### config.mk
export PLATFORM = sky130hd
export DESIGN_NAME = multicam_capture
export DESIGN_NICKNAME = d
export VERILOG_FILES = /design/src/rtl/multicam_capture.sv
export SDC_FILE = /design/constraint.sdc
export NUM_CORES = 1
export LEC_CHECK = 0
export CORE_AREA = 10 10 116 118
export CTS_CLUSTER_SIZE = 40
export DETAILED_ROUTE_END_ITERATION = 10
export DIE_AREA = 0 0 126 128
export PLACE_DENSITY = 0.83
export SLEW_MARGIN = 20
export SYNTH_ARGS = -nofsm -noshare
export SYNTH_HDL_FRONTEND = slang
export SYNTH_SLANG_ARGS = --single-unit
### constraint.sdc
create_clock -name sysclk -period 5.85 [get_ports sysclk]
set_clock_uncertainty 0.1 [all_clocks]
set_input_delay 1.17 -clock sysclk [delete_from_list [all_inputs] [get_ports sysclk]]
set_output_delay 1.17 -clock sysclk [all_outputs]
set_load 0.05 [all_outputs]
### src/rtl/multicam_capture.sv
// multicam_capture: N-channel camera capture engine. Each channel oversamples its
// camera port in the sysclk domain, writes the full frame to a display RAM and a
// row window to a calc RAM, and the channels are paired into frame sets.
module multicam_capture #(
  parameter int N_CAM     = 2,
  parameter int PIX_W     = 3,
  parameter int IMG_W     = 256,
  parameter int IMG_H     = 240,
  parameter int ADDR_W    = 16,
  parameter int CALC_ROW  = 116,
  parameter int CALC_ROWS = 8,
  parameter int CALC_AW   = 11
) (
  input  logic                     sysclk,
  input  logic                     reset,
  input  logic                     mode,
  input  logic                     arm,
  input  logic [N_CAM-1:0]         pclk,
  input  logic [N_CAM-1:0]         vsync,
  input  logic [N_CAM-1:0]         href,
  input  logic [N_CAM*PIX_W-1:0]   d,
  output logic [N_CAM*PIX_W-1:0]   data,
  output logic [N_CAM*ADDR_W-1:0]  wraddr,
  output logic [N_CAM-1:0]         wren,
  output logic [N_CAM*PIX_W-1:0]   data_calc,
  output logic [N_CAM*CALC_AW-1:0] wraddr_calc,
  output logic [N_CAM-1:0]         wren_calc,
  output logic [N_CAM-1:0]         frame_done,
  output logic                     pair_ready,
  output logic                     skew_err,
  output logic [N_CAM-1:0]         short_err
);

  // Column counter needs one extra bit so it can park at IMG_W; row parks at IMG_H.
  localparam int COL_W = $clog2(IMG_W) + 1;
  localparam int ROW_W = $clog2(IMG_H + 1);

  typedef enum logic [1:0] {IDLE, ARMED, CAPT, DONE} state_t;

  function automatic logic [ROW_W-1:0] row_sat_inc(input logic [ROW_W-1:0] r);
    if (int'(r) >= IMG_H) return r;
    return r + 1'b1;
  endfunction

  function automatic logic [COL_W-1:0] col_sat_inc(input logic [COL_W-1:0] c);
    if (int'(c) >= IMG_W) return c;
    return c + 1'b1;
  endfunction

  function automatic logic [ADDR_W-1:0] disp_addr(input logic [ROW_W-1:0] r,
                                                  input logic [COL_W-1:0] c);
    return ADDR_W'(int'(r) * IMG_W + int'(c));
  endfunction

  function automatic logic in_calc(input logic [ROW_W-1:0] r);
    return (int'(r) >= CALC_ROW) && (int'(r) < CALC_ROW + CALC_ROWS);
  endfunction

  function automatic logic [CALC_AW-1:0] calc_addr(input logic [ROW_W-1:0] r,
                                                   input logic [COL_W-1:0] c);
    return CALC_AW'((int'(r) - CALC_ROW) * IMG_W + int'(c));
  endfunction

  logic [N_CAM-1:0]       pclk_p0, pclk_p1, pclk_p2;
  logic [N_CAM-1:0]       vsync_p0, vsync_p1, vsync_p2;
  logic [N_CAM-1:0]       href_p0, href_p1, href_p2;
  logic [N_CAM*PIX_W-1:0] d_p0, d_p1;
  logic [N_CAM-1:0]       pe, hf, vr, vf;
  logic [N_CAM-1:0]       fd;

  // Stage p0/p1: two-flop synchronisers; p2 keeps the previous synced level for edge detection
  always_ff @(posedge sysclk or posedge reset) begin
    if (reset) begin
      pclk_p0  <= '0; pclk_p1  <= '0; pclk_p2  <= '0;
      vsync_p0 <= '0; vsync_p1 <= '0; vsync_p2 <= '0;
      href_p0  <= '0; href_p1  <= '0; href_p2  <= '0;
    end else begin
      pclk_p0  <= pclk;  pclk_p1  <= pclk_p0;  pclk_p2  <= pclk_p1;
      vsync_p0 <= vsync; vsync_p1 <= vsync_p0; vsync_p2 <= vsync_p1;
      href_p0  <= href;  href_p1  <= href_p0;  href_p2  <= href_p1;
    end
  end

  // Pixel data synchroniser, aligned with the pclk synchroniser
  always_ff @(posedge sysclk) begin
    d_p0 <= d;
    d_p1 <= d_p0;
  end

  assign pe = pclk_p1 & ~pclk_p2;
  assign hf = ~href_p1 & href_p2;
  assign vr = vsync_p1 & ~vsync_p2;
  assign vf = ~vsync_p1 & vsync_p2;

  for (genvar i = 0; i < N_CAM; i++) begin : g_ch
    state_t             st, st_n;
    logic               done_evt;
    logic [COL_W-1:0]   col;
    logic [ROW_W-1:0]   row;
    logic               vld_p3, calc_vld_p3;
    logic [PIX_W-1:0]   pix_p3;
    logic [ADDR_W-1:0]  addr_p3;
    logic [CALC_AW-1:0] caddr_p3;
    logic               fd_q, short_q;

    // Channel state register
    always_ff @(posedge sysclk or posedge reset) begin
      if (reset) st <= IDLE;
      else       st <= st_n;
    end

    // Next state: arm, start on vsync fall, finish on vsync rise
    always_comb begin
      st_n     = st;
      done_evt = 1'b0;
      case (st)
        IDLE:    if (mode || arm) st_n = ARMED;
        ARMED:   if (vf[i]) st_n = CAPT;
        CAPT:    if (vr[i]) begin
                   st_n     = DONE;
                   done_evt = 1'b1;
                 end
        DONE:    if (mode || arm) st_n = ARMED;
        default: st_n = IDLE;
      endcase
    end

    // Stage p3: pixel/line counters and RAM write strobes, one cycle after the pclk edge
    always_ff @(posedge sysclk or posedge reset) begin
      if (reset) begin
        col         <= '0;
        row         <= '0;
        vld_p3      <= 1'b0;
        calc_vld_p3 <= 1'b0;
        pix_p3      <= '0;
        addr_p3     <= '0;
        caddr_p3    <= '0;
        fd_q        <= 1'b0;
        short_q     <= 1'b0;
      end else begin
        vld_p3      <= 1'b0;
        calc_vld_p3 <= 1'b0;
        fd_q        <= done_evt;
        if (st == ARMED && vf[i]) begin
          col <= '0;
          row <= '0;
        end
        if (st == CAPT) begin
          if (hf[i]) begin
            col <= '0;
            row <= row_sat_inc(row);
          end else if (pe[i] && href_p1[i]) begin
            col <= col_sat_inc(col);
            if (int'(col) < IMG_W && int'(row) < IMG_H) begin
              vld_p3  <= 1'b1;
              pix_p3  <= d_p1[i*PIX_W +: PIX_W];
              addr_p3 <= disp_addr(row, col);
              if (in_calc(row)) begin
                calc_vld_p3 <= 1'b1;
                caddr_p3    <= calc_addr(row, col);
              end
            end
          end
          if (done_evt && int'(row) < IMG_H) short_q <= 1'b1;
        end
      end
    end

    assign data[i*PIX_W +: PIX_W]          = pix_p3;
    assign wraddr[i*ADDR_W +: ADDR_W]      = addr_p3;
    assign wren[i]                         = vld_p3;
    assign data_calc[i*PIX_W +: PIX_W]     = pix_p3;
    assign wraddr_calc[i*CALC_AW +: CALC_AW] = caddr_p3;
    assign wren_calc[i]                    = calc_vld_p3;
    assign fd[i]                           = fd_q;
    assign short_err[i]                    = short_q;
  end

  assign frame_done = fd;

  logic [N_CAM-1:0] got;
  logic             pair_q, skew_q;

  // Pairing: collect one frame per channel; a repeat before the pair closes is a skew error
  always_ff @(posedge sysclk or posedge reset) begin
    if (reset) begin
      got    <= '0;
      pair_q <= 1'b0;
      skew_q <= 1'b0;
    end else if (mode) begin
      if (&got) begin
        pair_q <= 1'b1;
        got    <= fd;
      end else begin
        pair_q <= 1'b0;
        got    <= got | fd;
        if (|(fd & got)) skew_q <= 1'b1;
      end
    end else begin
      if (arm) begin
        pair_q <= 1'b0;
        got    <= fd;
      end else begin
        got <= got | fd;
        if (&got) pair_q <= 1'b1;
        if (|(fd & got)) skew_q <= 1'b1;
      end
    end
  end

  assign pair_ready = pair_q;
  assign skew_err   = skew_q;

endmodule
==> impl_results.md <==
- Synthesized cell area: 5889 sq um
- CP top delay family: buffers and inverters
- Cell taking the most area after synthesis: dfrtp_1
- Standard-cell rows: 39
- I/O Buffers: 91
- Fin nets: 605
- Fmax: 344.7 MHz
- Area contributors post-synth: dfrtp_1 (54%), mux2_2 (7.8%), dfxtp_1 (4.1%), ha_1 (3.4%), o21ai_0 (3.1%)
- First-pass detailed-route iteration total: 6
- Post-CTS Resized: 0
- Vias in the first global route: 4,440
- P&R area growth vs syn: 27.24%
- Largest stage delay, worst path: 0.84 ns
- Worst Path Class, Setup: flop to primary output
- Critical Path RT: approximately 4.6 ns
- Comb pwr share: 0.291
- Synth Warn #: 0
- WP buf/inv: 1
- Worst skew pair latency: slightly above 0.4 ns
- Cell Chain, Critical Path: clkdlybuf4s50_1
- Cts bufs inserted: 17
- Most common cell in the netlist: dfrtp_1
- Worst-margin pin slew: 0.7638 ns
- PD cells: 456.0 nW/um^2
- Flop2flop setup slack: around 3.2 ns
- Peak supply drop: approximately 0.00033 V
- Die area: 16,130 sq um
- Worst rel slew slack: 0.4869
- CTS H-Tree Depth: 4
- Hold-critical path depth: 0
- Via-to-Cell Ratio: about 5.7
- Worst hold slack: ~0.22 ns
- Initial antenna violation count: 0
- Via count: approximately 4,100
- Count of pins over their slew limit: 0
- Net Sw Power: around 1.2 mW
- Initial Util: 0.5247
- Final WL: around 13 mm
- Worst Setup End Kind: primary output
- Hold Fails Final Rpt: 0
- Status: finished, final reports clean
- CP max-delay cell: clkdlybuf4s50_1
- DRC violations left: 0
- Initial DRC Count: approximately 400
- Post-CTS setup buffers: 0
- Layout cells sized above 1: 0.1570
- GR Util All Layers: 0.1665
- Clock slew at reported path FFs: about 0.060 ns
- CP Max Fanout: 3
- DPL Wire Length: around 8.7 mm
- RSZ-0062 raised after global routing: false
- Critical Path Start: g_ch[1].pix_p3[0]
- Gpl congestion: around 0.81
- Crit Reg-Reg Startpoint: g_ch[1].st[0]
- Post-Synthesis Cells: a little under 500
- Sequential power share: 0.360
- Synth top area share: 0.5439
- Hold path start: d_p0[3]
- Leakage: 3.453 nW
- Post-synth cell types: 50
- Root Buffer: clkbuf_16
- Placement Cell Area: just under 7000 sq um
- Top FF cell, synth: dfrtp_1
- EDFF count, synth: 0
- Sequential-to-total area share from yosys stat: 0.5847
- Core Box Area: between 10,000 and 15,000 sq um
- Clock buffer depth: 2
- Avg WL per Cell: ~18 um
- Crit path arrival time: 1.63 ns
- Detail Route Antenna Nets: 0
- TNS Setup: 0 ns
- Ant. Diodes: 0
- Synth cell count leaders: dfrtp_1 (128), mux2_2 (41), o21ai_0 (36)
- Final worst setup slack: ~3 ns
- Power Internal: around 2.2 mW
- Worst min-delay path class: flop to flop
- Util after Layout: 0.6677
- Post-Syn Nets: about 520
- CTS tree: built
- Worst R2R Path Depth: 6
- Ys async rst share: 0.9143
- Die Ht: around 130 um
- Period utilization: 0.4959
- Hold EP: d_p1[3]
- Pre-CTS setup slack: around 2.7 ns
- Clk sink count: 140
- #FFs+latches synth: 140
- Chip width: roughly 130 um
- Max Cap Viol: 0
- Type of origin of the critical path: flop
- Largest net degree at the start of global routing: 89
- Clock share of power: 0.348
- I/O Pins: just over 90
- Critical R2R Capture: g_ch[1].caddr_p3[4]
- Hold buffer count at cts: 0
- Final critical-path required period: between 2 and 3 ns
- Final Instance Area: roughly 7500 sq um
- First-pass GRT wire length: ~22 mm
- Syn avg cell area: 11.99 sq um
- Gr ovfl total: 0
- Sw Ratio: 0.3463
- Setup violators final: 0
layer usage:
| metal | GRT usage | share of wire |
|---|---|---|
| met5 | 0 | 0 |
| met4 | 0.07100 | 0.022 |
| met3 | 0.04921 | 0.061 |
| met2 | 0.2944 | 0.53 |
| met1 | 0.1822 | 0.39 |
through the flow:
step	power, mW	cells
after global placement	2.203	696
final	3.417	729
after global routing	3.569	729
after CTS	3.441	728
after detailed placement	2.243	696
after floorplan	1.931	491
power by group through the flow:
stage / Clock [mW] / Combinational [mW] / Sequential (mW)
6_report: 1.19 / 0.995 / 1.23
5_1_grt: 1.25 / 1.07 / 1.26
4_1_cts: 1.20 / 1.01 / 1.23
3_5_place_dp: 0 / 0.997 / 1.25
3_3_place_gp: 0 / 0.969 / 1.23
2_1_floorplan: 0 / 0.423 / 1.51
registers in the layout, summed over array words and instances (netlist names):
signal            cells
g_ch.addr_p3         32
g_ch.caddr_p3        22
g_ch.col             18
g_ch.row             16
d_p0                  6
d_p1                  6
g_ch.pix_p3           6
g_ch.st               4
g_ch.calc_vld_p3      2
g_ch.fd_q             2
g_ch.short_q          2
g_ch.vld_p3           2
got                   2
href_p0               2
href_p1               2
href_p2               2
pclk_p0               2
pclk_p1               2
pclk_p2               2
vsync_p0              2
vsync_p1              2
vsync_p2              2
pair_ready            1
skew_err              1
logic make-up after synthesis:
group	Yosys count	share of synthesized area
adder cells (fa/ha/maj)	16	0.03399
flip-flops	140	0.5847
multiplexers	54	0.1081
XOR/XNOR	12	0.01785
AND/OR/NAND/NOR	127	0.1200
buffers and inverters	49	0.04185
AO/OA/AOI/OAI	93	0.09348
how the worst max path moves through the flow:
stage | endpoint | slack [ns] | cells past startpoint
4_1_cts | data_calc[3] | 2.92 | 1
3_5_place_dp | g_ch[0].addr_p3[3] | 2.73 | 3
2_1_floorplan | g_ch[0].addr_p3[0] | 1.17 | 1
5_1_grt | data_calc[3] | 2.90 | 1
6_report | data_calc[3] | 2.95 | 1
3_3_place_gp | href_p1[0] | 2.80 | 3
worst reg2reg max path: stages, from the launching register on:
cell and delay, ns:
dfrtp_1 0.39, inv_1 0.09, ha_1 0.25, and4b_1 0.43
nand2_1 0.18, or4_1 0.72, mux2_2 0.39
cells in the final DEF (no fill, tap or decap), types with 4 or more instances in the layout:
master           instances
xor2_1                   6
mux2_4                   9
and3_1                   6
dfxtp_1                 12
nand3_1                 14
dfrtp_1                128
and2_1                   4
clkdlybuf4s50_1         91
o21ai_0                 36
and4b_1                  5
and3b_1                  5
bufinv_16                5
nor2_1                  33
a21oi_1                 24
mux2_2                  41
nand2_1                 28
a31oi_1                  9
inv_1                   17
xnor2_1                  6
nand4_1                  8
ha_1                    16
clkbuf_16               17
mux2i_1                  4
o22ai_1                  4
cell type report:
type / instances / area [sq um]
clock buffer: 19 / 442.9
clock inverter: 13 / 212.7
fill: 798 / 3730
inverter: 18 / 72.57
multi-input combinational: 302 / 2206
sequential: 140 / 3443
tap: 143 / 178.9
timing repair buffer: 94 / 937.1
(Power assumes the default switching activity.)
